--- src/rtl/alu_pipe_elastic_pkg.sv ---
// Shared types and constants for the elastic ALU result pipeline.
package alu_pipe_elastic_pkg;

    localparam int unsigned DWIDTH_DEF = 32;
    localparam int unsigned TAG_W_DEF  = 4;
    localparam int unsigned STAGES_DEF = 3;

    // ALU operation select.
    typedef enum logic [1:0] {
        ALU_ADD = 2'b00,
        ALU_SUB = 2'b01,
        ALU_AND = 2'b10,
        ALU_OR  = 2'b11
    } alu_sel_e;

    // Stage payload at the default widths; the flat stage vector uses the same field order.
    typedef struct packed {
        logic [DWIDTH_DEF-1:0] res;
        logic                  zero;
        logic                  neg;
        logic [TAG_W_DEF-1:0]  tag;
    } alu_pipe_payload_t;

    // Width of one flattened stage payload {res, zero, neg, tag}.
    function automatic int unsigned payload_w(input int unsigned dw, input int unsigned tw);
        return dw + tw + 2;
    endfunction

endpackage

--- src/rtl/alu_pipe_elastic_if.sv ---
// Handshake and data bundle of the elastic ALU pipeline (input side, output side, flush).
interface alu_pipe_elastic_if #(
    parameter int unsigned DWIDTH = 32,
    parameter int unsigned TAG_W  = 4
);
    logic              flush_i;
    logic              in_valid_i;
    logic              in_ready_o;
    logic [1:0]        sel_i;
    logic [DWIDTH-1:0] op1_i;
    logic [DWIDTH-1:0] op2_i;
    logic [TAG_W-1:0]  tag_i;
    logic              out_valid_o;
    logic              out_ready_i;
    logic [DWIDTH-1:0] res_o;
    logic              zero_o;
    logic              neg_o;
    logic [TAG_W-1:0]  tag_o;

    // Pipeline side.
    modport slave (
        input  flush_i, in_valid_i, sel_i, op1_i, op2_i, tag_i, out_ready_i,
        output in_ready_o, out_valid_o, res_o, zero_o, neg_o, tag_o
    );

    // Producer/consumer side.
    modport master (
        output flush_i, in_valid_i, sel_i, op1_i, op2_i, tag_i, out_ready_i,
        input  in_ready_o, out_valid_o, res_o, zero_o, neg_o, tag_o
    );
endinterface

--- src/rtl/alu_pipe_elastic_alu.sv ---
// Combinational ALU: modulo-2^DWIDTH add/sub, bitwise and/or.
module alu
    import alu_pipe_elastic_pkg::*;
#(
    parameter int unsigned DWIDTH = 32
) (
    input  logic [1:0]        sel_i,
    input  logic [DWIDTH-1:0] op1_i,
    input  logic [DWIDTH-1:0] op2_i,
    output logic [DWIDTH-1:0] res_o
);

    // Operation decode; carry/borrow are dropped by the result width.
    always_comb begin
        res_o = '0;
        case (alu_sel_e'(sel_i))
            ALU_ADD: res_o = op1_i + op2_i;
            ALU_SUB: res_o = op1_i - op2_i;
            ALU_AND: res_o = op1_i & op2_i;
            ALU_OR:  res_o = op1_i | op2_i;
            default: res_o = '0;
        endcase
    end

endmodule

--- src/rtl/alu_pipe_elastic_stage.sv ---
// One elastic register stage: valid bit plus payload, advancing when adv_i is high.
module alu_pipe_stage #(
    parameter int unsigned PW = 38
) (
    input  logic          clk,
    input  logic          rst,
    input  logic          flush_i,
    input  logic          adv_i,
    input  logic          valid_i,
    input  logic [PW-1:0] data_i,
    output logic          valid_o,
    output logic [PW-1:0] data_o
);

    logic          valid_q, valid_d;
    logic [PW-1:0] data_q, data_d;

    // Next state: flush clears valid only; payload loads only with a valid element so it holds when empty.
    always_comb begin
        valid_d = valid_q;
        data_d  = data_q;
        if (flush_i) begin
            valid_d = 1'b0;
        end else if (adv_i) begin
            valid_d = valid_i;
            if (valid_i) begin
                data_d = data_i;
            end
        end
    end

    // Stage registers with async reset.
    always_ff @(posedge clk or posedge rst) begin
        if (rst) begin
            valid_q <= 1'b0;
            data_q  <= '0;
        end else begin
            valid_q <= valid_d;
            data_q  <= data_d;
        end
    end

    assign valid_o = valid_q;
    assign data_o  = data_q;

endmodule

--- src/rtl/alu_pipe_elastic.sv ---
// Elastic ALU result pipeline of STAGES register stages with valid/ready and flush.
// Optional ALU_PIPE_PERF_EN adds handshake and stall counters (perf_ops_o, perf_stall_o).
module alu_pipe_elastic
    import alu_pipe_elastic_pkg::*;
#(
    parameter int unsigned DWIDTH = DWIDTH_DEF,
    parameter int unsigned STAGES = STAGES_DEF,
    parameter int unsigned TAG_W  = TAG_W_DEF
) (
    input  logic               clk,
    input  logic               rst,
    alu_pipe_elastic_if.slave  bus
`ifdef ALU_PIPE_PERF_EN
    ,
    output logic [31:0]        perf_ops_o,
    output logic [31:0]        perf_stall_o
`endif
);

    localparam int unsigned PW   = payload_w(DWIDTH, TAG_W);
    localparam int unsigned LAST = STAGES - 1;

    logic [DWIDTH-1:0] alu_res_c;
    logic              zero_c;
    logic              neg_c;
    logic [PW-1:0]     head_payload_c;
    logic              head_valid_c;
    logic              in_ready_c;
    logic [STAGES-1:0] adv_c;
    logic [STAGES-1:0] stage_valid;
    logic [PW-1:0]     stage_data [STAGES];

    alu #(.DWIDTH(DWIDTH)) u_alu (
        .sel_i (bus.sel_i),
        .op1_i (bus.op1_i),
        .op2_i (bus.op2_i),
        .res_o (alu_res_c)
    );

    assign zero_c         = (alu_res_c == '0);
    assign neg_c          = alu_res_c[DWIDTH-1];
    assign head_payload_c = {alu_res_c, zero_c, neg_c, bus.tag_i};

    // Advance chain from the output back to the head: a stage moves if empty or its successor moves.
    always_comb begin
        logic chain;
        adv_c       = '0;
        chain       = !stage_valid[LAST] | bus.out_ready_i;
        adv_c[LAST] = chain;
        for (int i = int'(STAGES) - 2; i >= 0; i--) begin
            chain    = !stage_valid[i] | chain;
            adv_c[i] = chain;
        end
    end

    assign in_ready_c     = adv_c[0] & !bus.flush_i;
    assign head_valid_c   = bus.in_valid_i & in_ready_c;
    assign bus.in_ready_o = in_ready_c;

    // Stage chain: stage 0 captures the ALU result, later stages take their predecessor.
    for (genvar g = 0; g < int'(STAGES); g++) begin : g_stage
        if (g == 0) begin : g_head
            alu_pipe_stage #(.PW(PW)) u_stage (
                .clk     (clk),
                .rst     (rst),
                .flush_i (bus.flush_i),
                .adv_i   (adv_c[g]),
                .valid_i (head_valid_c),
                .data_i  (head_payload_c),
                .valid_o (stage_valid[g]),
                .data_o  (stage_data[g])
            );
        end else begin : g_body
            alu_pipe_stage #(.PW(PW)) u_stage (
                .clk     (clk),
                .rst     (rst),
                .flush_i (bus.flush_i),
                .adv_i   (adv_c[g]),
                .valid_i (stage_valid[g-1]),
                .data_i  (stage_data[g-1]),
                .valid_o (stage_valid[g]),
                .data_o  (stage_data[g])
            );
        end
    end

    assign bus.out_valid_o = stage_valid[LAST];
    assign {bus.res_o, bus.zero_o, bus.neg_o, bus.tag_o} = stage_data[LAST];

`ifdef ALU_PIPE_PERF_EN
    logic [31:0] perf_ops_q, perf_ops_d;
    logic [31:0] perf_stall_q, perf_stall_d;

    // Counter next state: completed handshakes and stalled-output cycles, wrapping.
    always_comb begin
        perf_ops_d   = perf_ops_q;
        perf_stall_d = perf_stall_q;
        if (stage_valid[LAST] & bus.out_ready_i) begin
            perf_ops_d = perf_ops_q + 32'd1;
        end
        if (stage_valid[LAST] & !bus.out_ready_i) begin
            perf_stall_d = perf_stall_q + 32'd1;
        end
    end

    // Counter registers; cleared only by reset.
    always_ff @(posedge clk or posedge rst) begin
        if (rst) begin
            perf_ops_q   <= '0;
            perf_stall_q <= '0;
        end else begin
            perf_ops_q   <= perf_ops_d;
            perf_stall_q <= perf_stall_d;
        end
    end

    assign perf_ops_o   = perf_ops_q;
    assign perf_stall_o = perf_stall_q;
`endif

endmodule

--- src/flat_wrapper.sv ---
// flat-port wrapper written by rule: the top's interface ports become plain ports
module alu_pipe_elastic_flat import alu_pipe_elastic_pkg::*;
#(
    parameter int unsigned DWIDTH = DWIDTH_DEF,
    parameter int unsigned STAGES = STAGES_DEF,
    parameter int unsigned TAG_W  = TAG_W_DEF
)
  (clk, rst, bus_flush_i, bus_in_valid_i, bus_sel_i, bus_op1_i, bus_op2_i, bus_tag_i, bus_out_ready_i, bus_in_ready_o, bus_out_valid_o, bus_res_o, bus_zero_o, bus_neg_o, bus_tag_o);
  alu_pipe_elastic_if #(.DWIDTH(DWIDTH), .TAG_W(TAG_W)) bus_i ();
  input  logic clk;
  input  logic rst;
  input wire logic [$bits(bus_i.flush_i)-1:0] bus_flush_i;
  input wire logic [$bits(bus_i.in_valid_i)-1:0] bus_in_valid_i;
  input wire logic [$bits(bus_i.sel_i)-1:0] bus_sel_i;
  input wire logic [$bits(bus_i.op1_i)-1:0] bus_op1_i;
  input wire logic [$bits(bus_i.op2_i)-1:0] bus_op2_i;
  input wire logic [$bits(bus_i.tag_i)-1:0] bus_tag_i;
  input wire logic [$bits(bus_i.out_ready_i)-1:0] bus_out_ready_i;
  output wire logic [$bits(bus_i.in_ready_o)-1:0] bus_in_ready_o;
  output wire logic [$bits(bus_i.out_valid_o)-1:0] bus_out_valid_o;
  output wire logic [$bits(bus_i.res_o)-1:0] bus_res_o;
  output wire logic [$bits(bus_i.zero_o)-1:0] bus_zero_o;
  output wire logic [$bits(bus_i.neg_o)-1:0] bus_neg_o;
  output wire logic [$bits(bus_i.tag_o)-1:0] bus_tag_o;
  assign bus_i.flush_i = bus_flush_i;
  assign bus_i.in_valid_i = bus_in_valid_i;
  assign bus_i.sel_i = bus_sel_i;
  assign bus_i.op1_i = bus_op1_i;
  assign bus_i.op2_i = bus_op2_i;
  assign bus_i.tag_i = bus_tag_i;
  assign bus_i.out_ready_i = bus_out_ready_i;
  assign bus_in_ready_o = bus_i.in_ready_o;
  assign bus_out_valid_o = bus_i.out_valid_o;
  assign bus_res_o = bus_i.res_o;
  assign bus_zero_o = bus_i.zero_o;
  assign bus_neg_o = bus_i.neg_o;
  assign bus_tag_o = bus_i.tag_o;
  alu_pipe_elastic #(.DWIDTH(DWIDTH), .STAGES(STAGES), .TAG_W(TAG_W)) u_core (.clk(clk), .rst(rst), .bus(bus_i));
endmodule
--- config.mk ---
export PLATFORM = sky130hd
export DESIGN_NAME = alu_pipe_elastic_flat
export DESIGN_NICKNAME = d
export VERILOG_FILES = /design/src/rtl/alu_pipe_elastic_pkg.sv /design/src/rtl/alu_pipe_elastic_if.sv /design/src/rtl/alu_pipe_elastic_alu.sv /design/src/rtl/alu_pipe_elastic_stage.sv /design/src/rtl/alu_pipe_elastic.sv /design/src/flat_wrapper.sv
export SDC_FILE = /design/constraint.sdc
export NUM_CORES = 1
export LEC_CHECK = 0
export BUFFER_PORTS_ARGS = -buffer_cell sky130_fd_sc_hd__buf_2
export CAP_MARGIN = 5
export CORE_MARGIN = 8
export CORE_UTILIZATION = 31
export DETAILED_ROUTE_END_ITERATION = 16
export SETUP_SLACK_MARGIN = 0.02
export SLEW_MARGIN = 20
export SYNTH_ARGS = -nofsm -noshare
export SYNTH_HDL_FRONTEND = slang
export SYNTH_SLANG_ARGS = --single-unit
--- constraint.sdc ---
create_clock -name clk -period 4.25 [get_ports clk]
set_input_delay 0.2125 -clock clk [delete_from_list [all_inputs] [get_ports clk]]
set_output_delay 0.2125 -clock clk [all_outputs]
set_load 0.01 [all_outputs]
==> results of run 1 <==
-- flip-flops by register name, indices dropped and copies added (netlist names) --
register,cells
u_core.g_stage.g_body.u_stage.valid_o,2
u_core.g_stage.g_head.u_stage.valid_o,1
u_core.g_stage.g_head.u_stage.data_o,37
u_core.g_stage.g_body.u_stage.data_o,74
-- timing repair --
action / CTS / global route
gates resized for setup: 0 / 3
setup buffers: 0 / 0
endpoints found under the setup margin: 0 / 3
-- Yosys cell counts, types with 2 or more instances --
cell and n:
o31ai_1 5, a31oi_1 7, mux2_2 93, a211o_1 2, nor4_1 7, a21o_1 8
mux2_1 2, nand2_1 83, o211ai_1 4, nor2_1 44, nor3_1 14, mux2i_1 5
nand2b_1 8, clkbuf_1 24, dfrtp_1 114, xnor2_1 31, o21ai_1 7, inv_1 18
and3_1 4, a21oi_1 65, nor3b_1 2, or3b_1 2, nand3_1 9, ha_1 34
nand4_1 9, a211oi_1 2, xor2_1 26, o21ai_0 45, buf_1 8, nand3b_1 4
o221ai_1 2, o21bai_1 4, maj3_1 27, a221oi_1 2, nor2b_1 4, or3_1 2
nor2_4 2, or4_1 3
-- power breakdown --
part / internal [uW] / switching, uW
clock network: 902 / 462
registers: 1450 / 198
logic: 705 / 689
-- cell families after synthesis --
| group | after synthesis | synth area share [%] |
|---|---|---|
| simple gates | 202 | 13.4 |
| compound gates | 166 | 13.3 |
| buf+inv | 52 | 2.72 |
| xor+xnor | 57 | 6.79 |
| fa+ha+maj | 62 | 9.74 |
| flops | 114 | 38.8 |
| mux | 100 | 15.2 |
-- final timing paths --
kind	startpoint	to	slack [ns]
worst min-delay path	rst	u_core.g_stage[2].g_body.u_stage.data_o[0]	-0.02
max in group asynchronous	rst	u_core.g_stage[2].g_body.u_stage.data_o[19]	3.17
worst max-delay path	bus_op2_i[5]	u_core.g_stage[0].g_head.u_stage.data_o[5]	0.27
worst max register to register	u_core.g_stage[2].g_body.u_stage.valid_o	u_core.g_stage[0].g_head.u_stage.data_o[5]	1.89
min in group clk	bus_flush_i	u_core.g_stage[1].g_body.u_stage.valid_o	0.05
worst min register to register	u_core.g_stage[0].g_head.u_stage.data_o[35]	u_core.g_stage[0].g_head.u_stage.data_o[35]	0.47
-- cell type report --
class                   instances  area, um^2
clock buffers                  22         474
well taps                     319         399
repair buffers                179        1060
fillers                      2350       14100
flip-flops and latches        114        2850
clock inverters                 9         106
multi-input cells             587        4320
inverters                      18        70.1
-- routing by layer --
metal	share of wire, %	routed length, um
met4	0.67	130
met1	51	9900
met2	43	8430
met5	0	0
met3	5.1	984
-- worst max-delay path: stages --
cell	delay [ns]
buf_2	0.10
or3_4	0.41
or4_1	0.54
nor2_1	0.17
nand2_1	0.09
nor2_1	0.19
buf_4	0.16
and3_1	0.26
nor2_1	0.08
xnor2_1	0.13
ha_1	0.31
buf_4	0.15
a211o_1	0.26
and4b_1	0.19
o31a_1	0.29
o31ai_1	0.41
nor4_1	0.12
nand4_1	0.11
nand2_1	0.06
-- cells in the final DEF (no fill, tap or decap), types with 5 or more instances in the layout --
cell type	count
a21o_1	8
a21oi_1	64
a31oi_1	7
buf_2	114
buf_4	65
clkbuf_16	17
dfrtp_1	114
ha_1	34
inv_1	17
maj3_1	27
mux2_2	93
mux2i_1	5
nand2_1	82
nand2b_1	8
nand3_1	9
nand4_1	9
nor2_1	44
nor3_1	14
nor4_1	7
o21ai_0	45
o21ai_1	7
xnor2_1	31
xor2_1	26
-- per-stage QoR --
stage,instance area (um^2),instances
2_1_floorplan,7350,753
3_3_place_gp,8680,1217
3_5_place_dp,8680,1217
4_1_cts,9260,1248
5_1_grt,9280,1248
6_report,9280,1248
==> impl_metrics.csv, run 1 <==
group,metric,value,unit
run_status,status,"complete, but fails checks",
run_status,violations,"negative hold slack",
synth,synth_edf_count,0,
power,vdd_drop_max,201,uV
floorplan,dieArea,28900,um^2
final_layout,syn_to_final_growth,26.3,%
power,cellPowerDensity,475,nW/um^2
floorplan,initial_core_util,31.4,%
clocking,numCtsBuffers,17,
timing,slew_headroom,47.1,%
timing,period_minus_slack,3.98,ns
power,power,4400,uW
worst_hold_path,hold_path_class,"input port to async pin",
synth,ys_ff_latch,114,
final_layout,final_core_util,39.6,%
clocking,hold_buffers,0,
synth,syn_area,7350,um^2
placed_design,dpl.hpwl,15.5,mm
clocking,clk_pin_slew,0.05,ns
timing,tightestPinTransition,0.793,ns
clocking,h-tree-depth,4,
timing,hold_violations,65,
synth,yosys.area.top_type,"dfrtp_1",
synth,synthTopCellsByArea,"dfrtp_1 (39%), mux2_2 (14%), ha_1 (5.8%), a21oi_1 (4.4%), nand2_1 (4.2%)",
routing,wire_per_inst,15.6,um
synth,yosysUniqueCellTypes,59,
floorplan,die_h,170,um
grt,grt_pass1_wl,31.1,mm
timing,period_share,93.6,%
job,maxCapViolCount,0,
routing,ant_nets,0,
timing,slew_viol_final,0,
synth,syn-instance-count,753,
final_layout,final_nets,1027,
timing,rsz0062_at_grt,"true",
critical_path,worstPathRequired,4.54,ns
clocking,cts_root_buffer,"clkbuf_16",
grt,grt_pass1_vias,5866,
grt,antenna_found_initial,0,
grt,grtUsageTotal,13.4,%
placed_design,gp_congestion,0.879,
clocking,cts_num_sinks,114,
power,leakagePower,0.00424,uW
grt,grt_use_met3,3.17,%
grt,grt_overflow_total,0,
routing,drc_errors,0,
final_layout,final_layout_size_suffix_gt1_share,34.1,%
synth,synth.top_cell.area_share,38.8,%
timing,tns,0,ns
timing,setup_viol,0,
placed_design,io_buffers,114,
grt,grt_max_degree,68,
clocking,clk_latency,0.40,ns
timing,finalClockSkew,0.00829,ns
floorplan,die_w,170,um
critical_path,cp-end-kind,"flip-flop",
synth,ys_seq_area_share,38.8,%
routing,dr.pass1.iters,4,
grt,busiest_layer,"met2",
synth,ys_async_sr_fraction,100,%
synth,synth_warnings,0,
timing,fin_hold_ws,-0.0209,ns
floorplan,num_io_pins,115,
critical_path,critPathKind,"input port to flip-flop",
critical_path,worstSetupStartpointType,"input port",
routing,vias_per_cell,4.87,
routing,num_vias,6078,
synth,avgSynthCellArea,9.76,um^2
floorplan,core-area,23400,um^2
routing,drt-initial-drc-count,317,
grt,grt.met2_usage,20.4,%
grt,met1_usage,19.0,%
synth,synth_ff_type,"dfrtp_1",
clocking,cts_tree,"built",
clocking,clockBufferDepth,2,
timing,setup_slack,0.271,ns
critical_path,r2r_cells,10,
critical_path,worstPathArrival,4.27,ns
final_layout,diodes,0,
critical_path,crit_fanout,4,
placed_design,place_ws,-0.208,ns
floorplan,fp-row-count,56,
synth,syn-num-nets,863,
routing,wirelength,19.4,mm
timing,clock.fmax,0.251,GHz
Power figures use the tool's default switching activity.
==> run 2, diff against run 1 <==
--- a/config.mk
+++ b/config.mk
@@ -10,6 +10,7 @@
 export CORE_MARGIN = 8
 export CORE_UTILIZATION = 31
 export DETAILED_ROUTE_END_ITERATION = 16
+export PLACE_DENSITY = 0.56
 export SETUP_SLACK_MARGIN = 0.02
 export SLEW_MARGIN = 20
 export SYNTH_ARGS = -nofsm -noshare
==> run 2 against run 1 <==
Against the previous run: combinational power about the same; the run now ends clean; wire length up 1.9%; register-to-register slack worse by 0.17 ns; non-clock buffer count unchanged; critical endpoint unchanged; total power down 2.5%; worst hold slack better by 0.065 ns; global-route usage up 0.50 points; largest cell class unchanged; via count down 1.8%.
==> impl_metrics.csv, run 2 (same netlist as run 1, synthesis figures left out) <==
group,metric,value,unit
run_status,status,"finished clean",
critical_path,critPathKind,"input port to flip-flop",
critical_path,worstSetupStartpointType,"input port",
final_layout,finalInstanceArea,9250,um^2
critical_path,crit_fanout,4,
timing,setup_viol,0,
timing,tightestPinTransition,0.753,ns
grt,grt_pass1_wl,32.3,mm
grt,grt_use_met3,2.90,%
routing,ant_nets,0,
timing,slew_viol_final,0,
worst_hold_path,hold_path_class,"input port to flip-flop",
clocking,clockBufferDepth,2,
grt,grt_overflow_total,0,
grt,antenna_found_initial,0,
critical_path,cp-end-kind,"flip-flop",
job,maxCapViolCount,0,
routing,num_vias,5966,
timing,period_minus_slack,3.99,ns
routing,wirelength,19.8,mm
floorplan,num_io_pins,115,
critical_path,slowest_stage,"or4_1",
routing,drc_errors,0,
grt,grt.met2_usage,22.0,%
clocking,cts_tree,"built",
routing,vias_per_cell,4.78,
clocking,clk_pin_slew,0.05,ns
grt,busiest_layer,"met2",
critical_path,crit_buf_inv,1,
power,leakagePower,0.00423,uW
routing,drt-initial-drc-count,415,
routing,dr.pass1.iters,5,
clocking,h-tree-depth,4,
final_layout,final_nets,1027,
clocking,clk_latency,0.40,ns
final_layout,syn_to_final_growth,25.9,%
power,cellPowerDensity,464,nW/um^2
floorplan,initial_core_util,31.4,%
placed_design,place_area,8680,um^2
final_layout,final_cell_mix,"buf_2 (114), dfrtp_1 (114), mux2_2 (93)",
timing,slew_headroom,49.8,%
critical_path,worstPathRequired,4.59,ns
timing,hold_violations,0,
floorplan,die_h,170,um
grt,met1_usage,19.0,%
critical_path,critPathTopFamily,"simple AND/OR/NAND/NOR gates",
timing,clock.fmax,0.250,GHz
clocking,cts_num_sinks,114,
critical_path,path_common_cell,"a21oi_1",
final_layout,final_layout_size_suffix_gt1_share,34.2,%
power,power,4290,uW
timing,finalClockSkew,0.00820,ns
timing,rsz0062_at_grt,"true",
critical_path,cpPeakStageDelay,0.55,ns
floorplan,core-area,23400,um^2
final_layout,diodes,0,
floorplan,fp-row-count,56,
critical_path,worstPathArrival,4.33,ns
clocking,numCtsBuffers,17,
grt,grt_max_degree,85,
placed_design,dpl.hpwl,15.8,mm
placed_design,io_buffers,114,
floorplan,die_w,170,um
timing,period_share,94.0,%
final_layout,largest_reg_flops,74,
floorplan,dieArea,28900,um^2
power,vdd_drop_max,212,uV
critical_path,worstPathCellList,"buf_2 > or3_4 > or4_1 > nor2_1 > a21oi_1 > xnor2_1 > ha_1 > a21oi_1 > o211ai_1 > a21oi_1 > nand2_1 > a21oi_2 > xor2_1 > o21ai_0 > or4_1 > nor4b_2 > nand4_1 > nand2_1",
routing,wire_per_inst,15.9,um
grt,grt_pass1_vias,6082,
clocking,cts_root_buffer,"clkbuf_16",
grt,grtUsageTotal,13.9,%
placed_design,gp_congestion,0.843,
==> run 2: changes by cell type in the layout (fill, tap and decap cells not counted) <==
cell / before / now
buf_4: 65 / 64
bufinv_16: 2 / 0
clkbuf_8: 3 / 4
clkinv_2: 3 / 5
dlygate4sd3_1: 0 / 1
inv_4: 1 / 0
inv_6: 0 / 1
nor3_1: 14 / 13
nor3_2: 0 / 1
==> run 2: final timing paths <==
kind | from | endpoint | slack [ns] | cells after the start
hold reg to reg | u_core.g_stage[0].g_head.u_stage.data_o[35] | u_core.g_stage[0].g_head.u_stage.data_o[35] | 0.48 | 1
max in group asynchronous | rst | u_core.g_stage[1].g_body.u_stage.data_o[3] | 2.84 | 4
setup reg to reg | u_core.g_stage[2].g_body.u_stage.valid_o | u_core.g_stage[0].g_head.u_stage.data_o[5] | 1.72 | 10
hold / removal | bus_flush_i | u_core.g_stage[2].g_body.u_stage.valid_o | 0.04 | 2
setup / recovery | bus_op2_i[5] | u_core.g_stage[0].g_head.u_stage.data_o[5] | 0.26 | 18
min in group asynchronous | rst | u_core.g_stage[2].g_body.u_stage.data_o[3] | 0.48 | 3
==> run 2: power by group <==
group | internal, uW | leakage [uW] | switching (uW)
sequential | 1450 | 0.00140 | 191
clock | 800 | 0.000265 | 462
combinational | 703 | 0.00256 | 690
total | 2950 | 0.00423 | 1340
==> run 2: layout make-up <==
class                   instances  area, um^2
inverters                      18        72.6
clock inverters                 9        56.3
flip-flops and latches        114        2850
clock buffers                  23         488
well taps                     319         399
fillers                      2386       14100
multi-input cells             587        4320
repair buffers                179        1060
==> run 2: repair_timing <==
action	in CTS	in global routing
setup endpoints to repair	0	4
resized for setup	0	4
setup buffers	0	0
hold buffers	0	1
endpoints found under the hold margin	0	2
==> run 2: layer usage <==
layer  wire length [um]  up-vias
met2               9010      105
met5                  0        -
li1                   -     3041
met4                184        0
met1               9750     2807
met3                864       13
==> run 2: metrics by stage <==
| stage | setup slack (ns) | hold slack (ns) | utilization [%] | TNS [ns] | cells |
|---|---|---|---|---|---|
| after floorplan | 0.0505 | 0.279 | - | 0 | 753 |
| after detailed placement | -0.335 | 0.453 | 37.1 | -0.890 | 1216 |
| final | 0.255 | 0.0440 | 39.5 | 0 | 1249 |
| after global routing | 0.0151 | 0.0320 | 39.5 | 0 | 1249 |
| after global placement | -0.261 | 0.453 | 37.1 | -0.599 | 1216 |
| after CTS | 0.0757 | 0.0223 | 39.4 | 0 | 1248 |
